===== config.mk =====
export PLATFORM = sky130hd
export DESIGN_NAME = dragster_line_controller_flat
export DESIGN_NICKNAME = d
export VERILOG_FILES = /design/src/rtl/dragster_line_controller_if.sv /design/src/rtl/dragster_line_controller.sv /design/src/flat_wrapper.sv
export SDC_FILE = /design/constraint.sdc
export NUM_CORES = 1
export LEC_CHECK = 0
export ABC_AREA = 0
export ABC_CLOCK_PERIOD_IN_PS = 4200
export CORE_UTILIZATION = 33
export CTS_CLUSTER_DIAMETER = 30
export CTS_CLUSTER_SIZE = 28
export DETAILED_ROUTE_END_ITERATION = 6
export HOLD_SLACK_MARGIN = 0.1
export SYNTH_ARGS = -nofsm -noshare
export SYNTH_HDL_FRONTEND = slang
export SYNTH_SLANG_ARGS = --single-unit

===== constraint.sdc =====
create_clock -name clk -period 4.2 [get_ports clk]
set_input_delay 0.42 -clock clk [delete_from_list [all_inputs] [get_ports clk]]
set_output_delay 0.42 -clock clk [all_outputs]
set_load 0.05 [all_outputs]

===== src/rtl/dragster_line_controller_if.sv =====
// Control/status bundle between the system side, the capture unit and the
// sensor pins of the Dragster line controller.
interface dragster_line_controller_if;
  logic        start;
  logic        continuous;
  logic [15:0] integrationTime;
  logic        lval;
  logic        lineCaptured;
  logic        lineAck;
  logic        mainClock;
  logic        sensorNReset;
  logic        loadPulse;
  logic        captureEnable;
  logic        busy;
  logic        lineReady;
  logic [11:0] pixelCount;
  logic        error;

  modport master (
    output start, continuous, integrationTime, lval, lineCaptured, lineAck,
    input  mainClock, sensorNReset, loadPulse, captureEnable, busy, lineReady,
           pixelCount, error
  );

  modport slave (
    input  start, continuous, integrationTime, lval, lineCaptured, lineAck,
    output mainClock, sensorNReset, loadPulse, captureEnable, busy, lineReady,
           pixelCount, error
  );
endinterface


===== src/rtl/dragster_line_controller.sv =====
// Dragster linear-sensor line sequencer: power-up, clock division, integration, load and line handoff.
// Optional line watchdog enabled by defining DRAGSTER_CTRL_TIMEOUT_EN.
module dragster_line_controller #(
  parameter int CLK_DIV        = 4,
  parameter int RESET_CYCLES   = 64,
  parameter int STARTUP_CYCLES = 256,
  parameter int LOAD_TICKS     = 2,
  parameter int TIMEOUT_TICKS  = 8192
) (
  input logic                      clk,
  input logic                      nReset,
  dragster_line_controller_if.slave ctl
);

  localparam int MAX_RS  = (RESET_CYCLES > STARTUP_CYCLES) ? RESET_CYCLES : STARTUP_CYCLES;
  localparam int MAX_RSL = (MAX_RS > LOAD_TICKS) ? MAX_RS : LOAD_TICKS;
  localparam int CNT_MAX = (MAX_RSL > TIMEOUT_TICKS) ? MAX_RSL : TIMEOUT_TICKS;
  localparam int CNT_W   = $clog2(CNT_MAX + 1);
  localparam int DIV_W   = $clog2(CLK_DIV + 1);
  localparam logic [11:0] PIX_MAX = 12'd4095;

  typedef enum logic [2:0] {
    RESET_HOLD = 3'd0,
    STARTUP    = 3'd1,
    IDLE       = 3'd2,
    INTEGRATE  = 3'd3,
    LOAD       = 3'd4,
    WAIT_LVAL  = 3'd5,
    READOUT    = 3'd6,
    DONE       = 3'd7
  } state_t;

  state_t             state_r;
  logic [CNT_W-1:0]   cnt_r;
  logic [15:0]        int_cnt_r;
  logic [DIV_W-1:0]   div_cnt_r;
  logic               main_clock_r;
  logic               sensor_n_reset_r;
  logic               load_pulse_r;
  logic               capture_enable_r;
  logic               busy_r;
  logic               line_ready_r;
  logic [11:0]        pixel_count_r;
  logic               error_r;
  logic               lval_meta_r, lval_sync_r, lval_prev_r;
  logic               cap_meta_r, cap_sync_r;

  logic               mc_tick_s;
  logic               lval_rise_s;
  logic               go_s;
  logic [15:0]        int_load_s;

  // Two-flop synchronizers for the asynchronous sensor/capture flags
  always_ff @(posedge clk or negedge nReset) begin
    if (!nReset) begin
      lval_meta_r <= 1'b0;
      lval_sync_r <= 1'b0;
      lval_prev_r <= 1'b0;
      cap_meta_r  <= 1'b0;
      cap_sync_r  <= 1'b0;
    end else begin
      lval_meta_r <= ctl.lval;
      lval_sync_r <= lval_meta_r;
      lval_prev_r <= lval_sync_r;
      cap_meta_r  <= ctl.lineCaptured;
      cap_sync_r  <= cap_meta_r;
    end
  end

  // Sensor main clock divider, parked low while the sensor is held in reset
  always_ff @(posedge clk or negedge nReset) begin
    if (!nReset) begin
      div_cnt_r    <= '0;
      main_clock_r <= 1'b0;
    end else if (state_r == RESET_HOLD) begin
      div_cnt_r    <= '0;
      main_clock_r <= 1'b0;
    end else if (div_cnt_r == DIV_W'(CLK_DIV - 1)) begin
      div_cnt_r    <= '0;
      main_clock_r <= ~main_clock_r;
    end else begin
      div_cnt_r    <= div_cnt_r + DIV_W'(1);
    end
  end

  // Tick fires in the cycle whose edge drives mainClock from 0 to 1
  assign mc_tick_s   = (state_r != RESET_HOLD) && (div_cnt_r == DIV_W'(CLK_DIV - 1)) && !main_clock_r;
  assign lval_rise_s = lval_sync_r & ~lval_prev_r;
  assign go_s        = ctl.start | (ctl.continuous & ~error_r);
  assign int_load_s  = (ctl.integrationTime == 16'd0) ? 16'd1 : ctl.integrationTime;

`ifdef DRAGSTER_CTRL_TIMEOUT_EN
  logic wd_expire_s;
  // cnt_r doubles as the watchdog tick count while waiting for/reading a line
  assign wd_expire_s = mc_tick_s && (cnt_r == CNT_W'(TIMEOUT_TICKS));
`endif

  // Line sequencing state machine with registered outputs
  always_ff @(posedge clk or negedge nReset) begin
    if (!nReset) begin
      state_r          <= RESET_HOLD;
      cnt_r            <= '0;
      int_cnt_r        <= 16'd0;
      sensor_n_reset_r <= 1'b0;
      load_pulse_r     <= 1'b0;
      capture_enable_r <= 1'b0;
      busy_r           <= 1'b0;
      line_ready_r     <= 1'b0;
      pixel_count_r    <= 12'd0;
      error_r          <= 1'b0;
    end else begin
      case (state_r)
        RESET_HOLD: begin
          if (cnt_r == CNT_W'(RESET_CYCLES - 1)) begin
            sensor_n_reset_r <= 1'b1;
            cnt_r            <= '0;
            state_r          <= STARTUP;
          end else begin
            cnt_r <= cnt_r + CNT_W'(1);
          end
        end
        STARTUP: begin
          if (cnt_r == CNT_W'(STARTUP_CYCLES - 1)) begin
            cnt_r   <= '0;
            state_r <= IDLE;
          end else begin
            cnt_r <= cnt_r + CNT_W'(1);
          end
        end
        IDLE: begin
          if (go_s) begin
            int_cnt_r <= int_load_s;
            busy_r    <= 1'b1;
            state_r   <= INTEGRATE;
            if (ctl.start) begin
              error_r <= 1'b0;
            end
          end
        end
        INTEGRATE: begin
          if (mc_tick_s) begin
            if (int_cnt_r <= 16'd1) begin
              int_cnt_r    <= 16'd0;
              load_pulse_r <= 1'b1;
              cnt_r        <= '0;
              state_r      <= LOAD;
            end else begin
              int_cnt_r <= int_cnt_r - 16'd1;
            end
          end
        end
        LOAD: begin
          if (mc_tick_s) begin
            if (cnt_r == CNT_W'(LOAD_TICKS - 1)) begin
              load_pulse_r     <= 1'b0;
              capture_enable_r <= 1'b1;
              cnt_r            <= '0;
              state_r          <= WAIT_LVAL;
            end else begin
              cnt_r <= cnt_r + CNT_W'(1);
            end
          end
        end
        WAIT_LVAL: begin
`ifdef DRAGSTER_CTRL_TIMEOUT_EN
          if (wd_expire_s) begin
            error_r          <= 1'b1;
            capture_enable_r <= 1'b0;
            busy_r           <= 1'b0;
            state_r          <= IDLE;
          end else begin
            if (mc_tick_s) begin
              cnt_r <= cnt_r + CNT_W'(1);
            end
            if (lval_rise_s) begin
              pixel_count_r <= 12'd0;
              state_r       <= READOUT;
            end
          end
`else
          if (lval_rise_s) begin
            pixel_count_r <= 12'd0;
            state_r       <= READOUT;
          end
`endif
        end
        READOUT: begin
          if (mc_tick_s && lval_sync_r && (pixel_count_r != PIX_MAX)) begin
            pixel_count_r <= pixel_count_r + 12'd1;
          end
          if (cap_sync_r) begin
            capture_enable_r <= 1'b0;
            line_ready_r     <= 1'b1;
            state_r          <= DONE;
          end
`ifdef DRAGSTER_CTRL_TIMEOUT_EN
          else if (wd_expire_s) begin
            error_r          <= 1'b1;
            capture_enable_r <= 1'b0;
            busy_r           <= 1'b0;
            state_r          <= IDLE;
          end else if (mc_tick_s) begin
            cnt_r <= cnt_r + CNT_W'(1);
          end
`endif
        end
        DONE: begin
          if (ctl.lineAck && line_ready_r) begin
            line_ready_r <= 1'b0;
            if (ctl.continuous && !error_r) begin
              int_cnt_r <= int_load_s;
              state_r   <= INTEGRATE;
            end else begin
              busy_r  <= 1'b0;
              state_r <= IDLE;
            end
          end
        end
        default: begin
          state_r          <= RESET_HOLD;
          cnt_r            <= '0;
          sensor_n_reset_r <= 1'b0;
          load_pulse_r     <= 1'b0;
          capture_enable_r <= 1'b0;
          busy_r           <= 1'b0;
          line_ready_r     <= 1'b0;
        end
      endcase
    end
  end

  assign ctl.mainClock     = main_clock_r;
  assign ctl.sensorNReset  = sensor_n_reset_r;
  assign ctl.loadPulse     = load_pulse_r;
  assign ctl.captureEnable = capture_enable_r;
  assign ctl.busy          = busy_r;
  assign ctl.lineReady     = line_ready_r;
  assign ctl.pixelCount    = pixel_count_r;
  assign ctl.error         = error_r;

endmodule

===== src/flat_wrapper.sv =====
// flat-port wrapper written by rule: the top's interface ports become plain ports
module dragster_line_controller_flat 
#(
  parameter int CLK_DIV        = 4,
  parameter int RESET_CYCLES   = 64,
  parameter int STARTUP_CYCLES = 256,
  parameter int LOAD_TICKS     = 2,
  parameter int TIMEOUT_TICKS  = 8192
)
  (clk, nReset, ctl_start, ctl_continuous, ctl_integrationTime, ctl_lval, ctl_lineCaptured, ctl_lineAck, ctl_mainClock, ctl_sensorNReset, ctl_loadPulse, ctl_captureEnable, ctl_busy, ctl_lineReady, ctl_pixelCount, ctl_error);
  dragster_line_controller_if ctl_i ();
  input logic clk;
  input logic nReset;
  input wire logic [$bits(ctl_i.start)-1:0] ctl_start;
  input wire logic [$bits(ctl_i.continuous)-1:0] ctl_continuous;
  input wire logic [$bits(ctl_i.integrationTime)-1:0] ctl_integrationTime;
  input wire logic [$bits(ctl_i.lval)-1:0] ctl_lval;
  input wire logic [$bits(ctl_i.lineCaptured)-1:0] ctl_lineCaptured;
  input wire logic [$bits(ctl_i.lineAck)-1:0] ctl_lineAck;
  output wire logic [$bits(ctl_i.mainClock)-1:0] ctl_mainClock;
  output wire logic [$bits(ctl_i.sensorNReset)-1:0] ctl_sensorNReset;
  output wire logic [$bits(ctl_i.loadPulse)-1:0] ctl_loadPulse;
  output wire logic [$bits(ctl_i.captureEnable)-1:0] ctl_captureEnable;
  output wire logic [$bits(ctl_i.busy)-1:0] ctl_busy;
  output wire logic [$bits(ctl_i.lineReady)-1:0] ctl_lineReady;
  output wire logic [$bits(ctl_i.pixelCount)-1:0] ctl_pixelCount;
  output wire logic [$bits(ctl_i.error)-1:0] ctl_error;
  assign ctl_i.start = ctl_start;
  assign ctl_i.continuous = ctl_continuous;
  assign ctl_i.integrationTime = ctl_integrationTime;
  assign ctl_i.lval = ctl_lval;
  assign ctl_i.lineCaptured = ctl_lineCaptured;
  assign ctl_i.lineAck = ctl_lineAck;
  assign ctl_mainClock = ctl_i.mainClock;
  assign ctl_sensorNReset = ctl_i.sensorNReset;
  assign ctl_loadPulse = ctl_i.loadPulse;
  assign ctl_captureEnable = ctl_i.captureEnable;
  assign ctl_busy = ctl_i.busy;
  assign ctl_lineReady = ctl_i.lineReady;
  assign ctl_pixelCount = ctl_i.pixelCount;
  assign ctl_error = ctl_i.error;
  dragster_line_controller #(.CLK_DIV(CLK_DIV), .RESET_CYCLES(RESET_CYCLES), .STARTUP_CYCLES(STARTUP_CYCLES), .LOAD_TICKS(LOAD_TICKS), .TIMEOUT_TICKS(TIMEOUT_TICKS)) u_core (.clk(clk), .nReset(nReset), .ctl(ctl_i));
endmodule

# ---- After elaboration in Yosys (flattened, before gate mapping)
# Index checks and enable logic that the tools add are counted.
dict set report totals {
  regBits 59
  latch_bits 0
  mem_bits_rw 0
  mem_bits_ro 0
  in_bits 23
  output_inout_bits 19
  word_cells 125
  mem_count 0
}
dict set report classes {
  addsub 4
  n_mul 0
  div_mod_pow 0
  magnitude_cmp 1
  eq_ne 25
  shifts 0
  n_mux 49
  bitwise_logic 4
  reduce_logical 26
}
# cell n
set op_table {}
lappend op_table {{$mux 16} 6}
lappend op_table {{$mux 14} 6}
lappend op_table {{$pmux 14 s4} 1}
lappend op_table {{$pmux 16 s3} 1}
lappend op_table {{$mux 3} 12}
lappend op_table {{$mux 12} 2}
lappend op_table {{$pmux 12 s2} 1}
lappend op_table {{$pmux 3 s8} 1}
lappend op_table {{$ne 2x1->1 const B} 11}
lappend op_table {{$le 16x1->1 const B} 1}
lappend op_table {{$logic_not 16->1} 1}
lappend op_table {{$sub 16x1->16 const B} 1}
lappend op_table {{$mux 1} 15}
lappend op_table {{$add 14x1->14 const B} 1}
lappend op_table {{$eq 14x1->1 const B} 1}
lappend op_table {{$eq 14x6->1 const B} 1}
lappend op_table {{$eq 14x8->1 const B} 1}
lappend op_table {{$add 12x1->12 const B} 1}
lappend op_table {{$eq 3x3->1 const B} 4}
lappend op_table {{$ne 12x12->1 const B} 1}
lappend op_table {{$reduce_and 4->1} 3}
lappend op_table {{$reduce_bool 2->1} 6}
lappend op_table {{$reduce_and 10->1} 1}
lappend op_table {{$reduce_and 5->1} 2}
lappend op_table {{other kinds (15)} 28}

# ---- Logic depth before layout (Yosys ltp)
# Gate-level depths: netlist of run 1.
dict set report depth {
  ltp_word 7
  ltp_mapped 10
  ltp_nobuf 8
}

# ---- Worst setup path before layout of run 1
# OpenSTA, ideal clock, no wires.
dict set report synth_path {
  path_type {register to register}
  start {register u_core.main_clock_r (netlist: u_core.ctl.mainClock)}
  end {register u_core.cnt_r[12]}
  setup_time_ns 0.095
  t_arrival_ns 2.082
  required_ns 4.105
  setup_slack_ns 2.022
  path_stages_with_launch 8
  n_path_buf 1
  synth_period_minus_slack_ns 2.178
  path_cell_list {dfrtp_1 nor3b_1 o2bb2ai_1 a31oi_1 or2_0 clkbuf_1 or3b_1 o31ai_1}
}
dict set report synth_via {
  elab_chain_cells 4
  word_cells_on_any_way 5
  cone_classes {eq/ne: 2; reduce/logical: 3}
}
# item line
set synth_lines {}
lappend synth_lines {{from (decl)} dragster_line_controller.sv:37} ;# logic main_clock_r;
lappend synth_lines {{from (signal assigned)} dragster_line_controller.sv:80} ;# main_clock_r <= ~main_clock_r;
lappend synth_lines {{$logic_not 1->1 (*)} dragster_line_controller.sv:87} ;# assign mc_tick_s = (state_r != RESET_HOLD) && (div_cnt_r == DIV_W'(CLK_DIV - 1)) && !main_clock_r;
lappend synth_lines {{$logic_and 1x1->1 (*)} dragster_line_controller.sv:87}
lappend synth_lines {{$ne 2x1->1 (no line)} --}
lappend synth_lines {{$reduce_and 4->1 (no line) (*)} --}
lappend synth_lines {{to (signal assigned)} dragster_line_controller.sv:119} ;# cnt_r <= cnt_r + CNT_W'(1);
lappend synth_lines {{to (signal assigned)} dragster_line_controller.sv:127} ;# cnt_r <= cnt_r + CNT_W'(1);
lappend synth_lines {{to (signal assigned)} dragster_line_controller.sv:160} ;# cnt_r <= cnt_r + CNT_W'(1);
lappend synth_lines {{to (decl)} dragster_line_controller.sv:34} ;# logic [CNT_W-1:0] cnt_r;
# Every way passes the cells marked *; elsewhere a longest branch is shown, timed or not.
# A chain may end at the register's enable or synchronous reset.

# ---- Final worst setup path of run 1
dict set report layout_path {
  start {register u_core.state_r[1]}
  end {register u_core.cnt_r[3]}
}
dict set report layout_via {
  elab_chain_cells 5
  word_cells_on_any_way 13
  cone_classes {eq/ne: 6; mux: 1; reduce/logical: 6}
}
# item line
set layout_lines {}
lappend layout_lines {{from (decl)} dragster_line_controller.sv:33} ;# state_t state_r;
lappend layout_lines {{from (signal assigned)} dragster_line_controller.sv:101} ;# state_r <= RESET_HOLD;
lappend layout_lines {{from (signal assigned)} dragster_line_controller.sv:117} ;# state_r <= STARTUP;
lappend layout_lines {{from (signal assigned)} dragster_line_controller.sv:125} ;# state_r <= IDLE;
lappend layout_lines {{$reduce_bool 3->1} dragster_line_controller.sv:87}
lappend layout_lines {{$logic_and 1x1->1 (2 in a row)} dragster_line_controller.sv:87}
lappend layout_lines {{$ne 2x1->1 (no line)} --}
lappend layout_lines {{$reduce_and 4->1 (no line)} --}
# Several ways; a longest one is shown, not always the timed one.

==> qor.yml, run 1 <==
outcome:
  outcome: "finished clean"
timing:
  post-route-period-util: 0.698
  period_minus_slack_ns: 2.93
  grt_setup_unrepaired: "false"
  finalMaxSlewViolations: 0
  clock_skew_ns: 0.0121
  slew_headroom: 0.154
  fmax_mhz: 341
  hold_viol_final: 0
  finalSetupTns_ns: 0
  tightest_slew_ns: 1.26
  setup_violations: 0
power:
  vdd_drop_max_mv: 0.138
  p_leak_nw: 1.53
  p_total_mw: 1.06
  powerDensity_mw_per_mm2: 265
global_route:
  grt_pass1_vias: 2798
  groute.usage.overall: 0.163
  grt_overflow_total: 0
  grt_pass1_wl_mm: 13.3
  grt_max_degree: 33
  grt_antenna_before_repair: 0
synth:
  synth-xor-area-share: 0.0339
  ys_async_sr_fraction: 1.00
  synth_compound_area_frac: 0.206
  yosys_most_used_dff: "dfrtp_1"
  yosys-top-cells-area: "dfrtp_1, o21ai_0, nor2_1"
  post-synth-top-area-cell: "dfrtp_1"
  synth-edff-count: 0
  synth_top_area_share: 0.440
  synth_mux_area_frac: 0.0127
  synth-simple-area-share: 0.232
  yosysSeqAreaShare: 0.440
  syn_avg_cell_area_um2: 8.85
  yosys_warnings: 0
  synth_fa_ha_area_frac: 0.0224
  ys_ff_latch: 59
  synth_common_cells: "dfrtp_1, nor2_1, o21ai_0"
  synth_top_family_by_area: "simple AND/OR/NAND/NOR gates"
  syn_nets: 408
  post-synth-top-count-cell: "dfrtp_1"
  netlist_area_mm2: 0.00335
  synth_cells: 379
  synth_cell_types: 60
die:
  io_pins: 42
  dieArea_mm2: 0.0106
  die_x_um: 103
  coreArea_mm2: 0.00982
  fp.dieH_um: 103
  start_util: 0.342
  num_rows: 36
drt:
  ant_nets: 0
  wirelength_mm: 7.74
  first_iter_violations: 161
  vias: 2944
  firstDrtPassIters: 4
  routed_via_density: 5.35
  drc: 0
  wire_per_inst_um: 14.1
worst_hold_path:
  hp-class: "in2async"
placement:
  place.gp.congestion: 0.830
  port_buffers: 40
  dp_hpwl_mm: 5.51
worst_setup_path:
  reg2reg_from: "u_core.state_r[1]"
  crit_required_ns: 4.42
  cp.arrival_ns: 3.15
  crit-reg2reg-capture: "u_core.cnt_r[3]"
  path_delay_family: "simple AND/OR/NAND/NOR gates"
  cp-start-kind: "register"
  reg2reg_depth: 5
  cp-startpoint: "u_core.state_r[1]"
  path_max_fanout: 21
  crit_buf_inv: 0
  critPathSlowestCell: "or2_0"
  critPathKind: "reg2reg"
  r2r_slack_ns: 1.27
  cpPeakStageDelay_ns: 0.81
  cp-end-kind: "register"
  path_cells: "and3_1, o21a_1, or2_0, or2b_2, o22ai_1"
clock_network:
  cts_resized: 0
  clk_path_buf_depth: 2
  clk_pin_slew_ns: 0.07
  postCtsHoldBufs: 0
  cts.sinks: 59
  cts_tree: "done"
  cts_made_buffers: 9
  htree_num_levels: 3
  cts-root-buf: "clkbuf_8"
  clock_latency_ns: 0.34
  cts_setup_buffers: 0
cells_and_area:
  syn_to_final_growth_pct: 19.4
  diodes: 0
  layout-drive-gt1-share: 0.0839
  nNetsFinal: 442
job:
  drv_cap: 0
[where the power goes]
| group | internal [mW] | switching (mW) | leakage, nW | total (mW) |
|---|---|---|---|---|
| sequential | 0.571 | 0.00145 | 0.731 | 0.572 |
| clock | 0.223 | 0.226 | 0.0839 | 0.449 |
| combinational | 0.0198 | 0.0223 | 0.717 | 0.0421 |
| total | 0.814 | 0.250 | 1.53 | 1.06 |
[kinds of logic (layout without fill, tap and decap cells)]
kind of cell / Yosys count / count (layout)
multiplexers: 4 / 4
adder cells (fa/ha/maj): 6 / 6
other: 1 / 1
flip-flops: 59 / 59
AO/OA/AOI/OAI: 106 / 106
buffers and inverters: 40 / 78
XOR/XNOR: 13 / 13
AND/OR/NAND/NOR: 150 / 150
[per-layer routing]
metal  vias up  global-route usage  wire [um]
met1      1392               0.215       3750
met5         -                   0          0
met3        18              0.0475        407
met2        79               0.251       3390
met4         0              0.0628        198
li1       1455                   -          -
[worst max path at each step]
stage	end	slack, ns	cells past startpoint
final	u_core.cnt_r[3]	1.27	5
after global routing	u_core.cnt_r[5]	1.02	5
after CTS	u_core.cnt_r[3]	1.26	5
after detailed placement	u_core.cnt_r[3]	1.28	5
after global placement	u_core.cnt_r[5]	1.39	6
after floorplan	u_core.cnt_r[12]	2.02	7
[state kept, by name, summed over array words and instances (netlist names)]
signal / flops
u_core.lval_meta_r: 1
u_core.int_cnt_r: 16
u_core.ctl.captureEnable: 1
u_core.cap_sync_r: 1
u_core.cnt_r: 14
u_core.ctl.pixelCount: 12
u_core.ctl.mainClock: 1
u_core.ctl.sensorNReset: 1
u_core.lval_sync_r: 1
u_core.ctl.busy: 1
u_core.cap_meta_r: 1
u_core.lval_prev_r: 1
u_core.ctl.lineReady: 1
u_core.ctl.loadPulse: 1
u_core.state_r: 3
u_core.div_cnt_r: 3
[through the flow]
step | util | hold slack [ns] | setup WS, ns | cell area (um2) | std cells
after global routing | 0.408 | 0.172 | 1.02 | 4010 | 550
after CTS | 0.408 | 0.144 | 1.26 | 4010 | 550
after detailed placement | 0.391 | 0.336 | 1.28 | 3840 | 535
final | 0.408 | 0.119 | 1.27 | 4010 | 550
after global placement | 0.391 | 0.343 | 1.39 | 3840 | 535
after floorplan | - | 0.124 | 2.02 | 3350 | 379
[layout make-up]
| class | instances | area [um2] |
|---|---|---|
| clock buffer | 10 | 138 |
| fill | 1014 | 5810 |
| multi-input combinational | 280 | 1700 |
| tap | 133 | 166 |
| inverter | 20 | 75.1 |
| clock inverter | 5 | 30.0 |
| sequential | 59 | 1480 |
| timing repair buffer | 43 | 418 |
[cells in the final DEF, fill, tap and decap left out, types with 4 or more instances in the layout]
master	n
dfrtp_1	59
clkdlybuf4s50_1	39
nor2_1	36
o21ai_0	32
nand2_1	31
a21oi_1	23
inv_1	19
nor3_1	16
nand3_1	13
nand4_1	12
clkbuf_8	10
a32oi_1	9
nor4_1	9
o22ai_1	7
xor2_1	7
xnor2_1	6
ha_1	6
nand2b_1	4
and3_1	4
nor3b_1	4
a31oi_1	4
a22oi_1	4
o31ai_1	4
(Power assumes the default switching activity.)
==> run 2: changes to the inputs <==
Settings changed: ABC_CLOCK_PERIOD_IN_PS 4200 to 3000.
Clock period 4.2 ns to 3 ns, I/O delays scaled along.
==> qor.yml, run 2 (synthesis results as in run 1) <==
outcome:
  outcome: "finished clean"  # unchanged
cells_and_area:
  syn_to_final_growth_pct: 22.7  # was 19.4%
  top_register: "u_core.int_cnt_r"  # unchanged
  largest_reg_flops: 16  # unchanged
  diodes: 0  # unchanged
  layout-drive-gt1-share: 0.101  # was 0.0839
  final_common_cell: "dfrtp_1"  # unchanged
  final_cell_mix: "dfrtp_1, clkdlybuf4s50_1, nor2_1, o21ai_0, nand2_1"  # unchanged
  nNetsFinal: 451  # was 442
power:
  seq_power_share: 0.489  # was 0.538
  p_total_mw: 1.64  # was 1.06 mW
  powerDensity_mw_per_mm2: 398  # was 265 mW/mm2
  pwr-share-comb: 0.037  # was 0.040
  p_leak_nw: 1.60  # was 1.53 nW
  vdd_drop_max_mv: 0.186  # was 0.138 mV
  netSwitchingFraction: 0.212  # was 0.235
  power.internal_mw: 1.29  # was 0.814 mW
  switching_power_mw: 0.346  # was 0.250 mW
  clkPwrFrac: 0.474  # was 0.423
worst_setup_path:
  cp.arrival_ns: 2.83  # was 3.15 ns
  cp-end-kind: "register"  # unchanged
  cp-start-kind: "register"  # unchanged
  path_max_fanout: 13  # was 21
  crit_required_ns: 3.23  # was 4.42 ns
  critPathKind: "reg2reg"  # unchanged
clock_network:
  clk_pin_slew_ns: 0.07  # about the same
  cts.sinks: 59  # unchanged
  clk_path_buf_depth: 2  # unchanged
  cts_made_buffers: 9  # unchanged
  cts_setup_buffers: 0  # unchanged
  htree_num_levels: 3  # unchanged
  clock_latency_ns: 0.33  # was 0.34 ns
  cts-root-buf: "clkbuf_8"  # unchanged
  cts_tree: "done"  # unchanged
timing:
  grt_setup_unrepaired: "false"  # unchanged
  hold_viol_final: 0  # unchanged
  tightest_slew_ns: 0.694  # was 1.26 ns
  fmax_mhz: 385  # was 341 MHz
  finalMaxSlewViolations: 0  # unchanged
  period_minus_slack_ns: 2.60  # was 2.93 ns
  finalSetupTns_ns: 0  # unchanged
  clock_skew_ns: 0.00963  # was 0.0121 ns
  slew_headroom: 0.531  # was 0.154
  post-route-period-util: 0.866  # was 0.698
  setup_violations: 0  # unchanged
die:
  die_x_um: 103  # unchanged
  coreArea_mm2: 0.00982  # unchanged
  io_pins: 42  # unchanged
  dieArea_mm2: 0.0106  # unchanged
  num_rows: 36  # unchanged
  start_util: 0.342  # unchanged
  fp.dieH_um: 103  # unchanged
drt:
  firstDrtPassIters: 4  # unchanged
  wire_per_inst_um: 14.2  # was 14.1 um
  vias: 2993  # was 2944
  ant_nets: 0  # unchanged
  first_iter_violations: 103  # was 161
  drc: 0  # unchanged
  routed_via_density: 5.34  # was 5.35
  wirelength_mm: 7.94  # was 7.74 mm
placement:
  place.gp.congestion: 0.834  # was 0.830
  dp_hpwl_mm: 5.75  # was 5.51 mm
  port_buffers: 40  # unchanged
global_route:
  groute.usage.overall: 0.169  # was 0.163
  grt_max_degree: 33  # unchanged
  grt_overflow_total: 0  # unchanged
  grt_pass1_wl_mm: 13.9  # was 13.3 mm
  grt_antenna_before_repair: 0  # unchanged
  grt_pass1_vias: 2970  # was 2798
worst_hold_path:
  hp-class: "reg2reg"  # was in2async
job:
  drv_cap: 0  # unchanged
[run 2: changes by cell type in the layout (fill, tap and decap cells not counted)]
cell / before / now
buf_4: 3 / 11
clkinvlp_4: 2 / 0
clkinv_2: 3 / 4
clkbuf_1: 0 / 1
clkbuf_8: 10 / 9
dlygate4sd3_1: 0 / 1
bufinv_16: 0 / 2
[run 2: path summary, 6_finish.rpt]
kind | to | cells past startpoint | slack (ns) | start
worst min-delay path | u_core.lval_sync_r | 0 | 0.36 | u_core.lval_meta_r
worst min register to register | u_core.lval_sync_r | 0 | 0.36 | u_core.lval_meta_r
worst max register to register | u_core.cnt_r[12] | 7 | 0.40 | u_core.cnt_r[0]
worst max-delay path | u_core.cnt_r[12] | 7 | 0.40 | u_core.cnt_r[0]
min in group asynchronous | u_core.ctl.pixelCount[11] | 2 | 0.37 | nReset
max in group asynchronous | u_core.int_cnt_r[7] | 3 | 1.94 | nReset
[run 2: critical path, stage by stage, from the launching register on]
cell and delay (ns):
dfrtp_1 0.43, ha_1 0.26, and3_1 0.22, nand2_1 0.17, o41ai_1 0.16, a21oi_2 0.57, or3b_1 0.45, o31ai_1 0.24
[run 2: cell type report]
cell class / count / area (um2)
flip-flops and latches: 59 / 1480
inverters: 20 / 75.1
fillers: 1001 / 5700
well taps: 133 / 166
repair buffers: 52 / 488
multi-input cells: 280 / 1700
clock inverters: 6 / 80.1
clock buffers: 10 / 128
[run 2: metrics by stage]
step	setup slack, ns	cell area (um2)	hold slack, ns	util	instances
6_report	0.403	4120	0.357	0.419	560
3_5_place_dp	0.411	3900	0.197	0.397	543
5_1_grt	0.136	4120	0.372	0.419	560
2_1_floorplan	0.822	3350	0.00441	-	379
4_1_cts	0.377	4120	0.360	0.419	560
3_3_place_gp	0.514	3900	0.194	0.397	543
[run 2: power by group through the flow]
| stage | logic, mW | registers [mW] | clock network, mW |
|---|---|---|---|
| after detailed placement | 0.0604 | 0.816 | 0 |
| after floorplan | 0.00791 | 0.815 | 0 |
| final | 0.0599 | 0.801 | 0.776 |
| after global routing | 0.0671 | 0.800 | 0.833 |
| after CTS | 0.0619 | 0.800 | 0.801 |
| after global placement | 0.0604 | 0.816 | 0 |
[run 2: routing by layer]
layer,routed length (um),track usage
met1,3840,0.220
met2,3610,0.272
met3,349,0.0386
met4,138,0.0661
met5,0,0
[run 2: timing repair]
action | in CTS | in global routing
hold buffers | 1 | 0
resized for setup | 0 | 0
endpoints found under the hold margin | 10 | 0
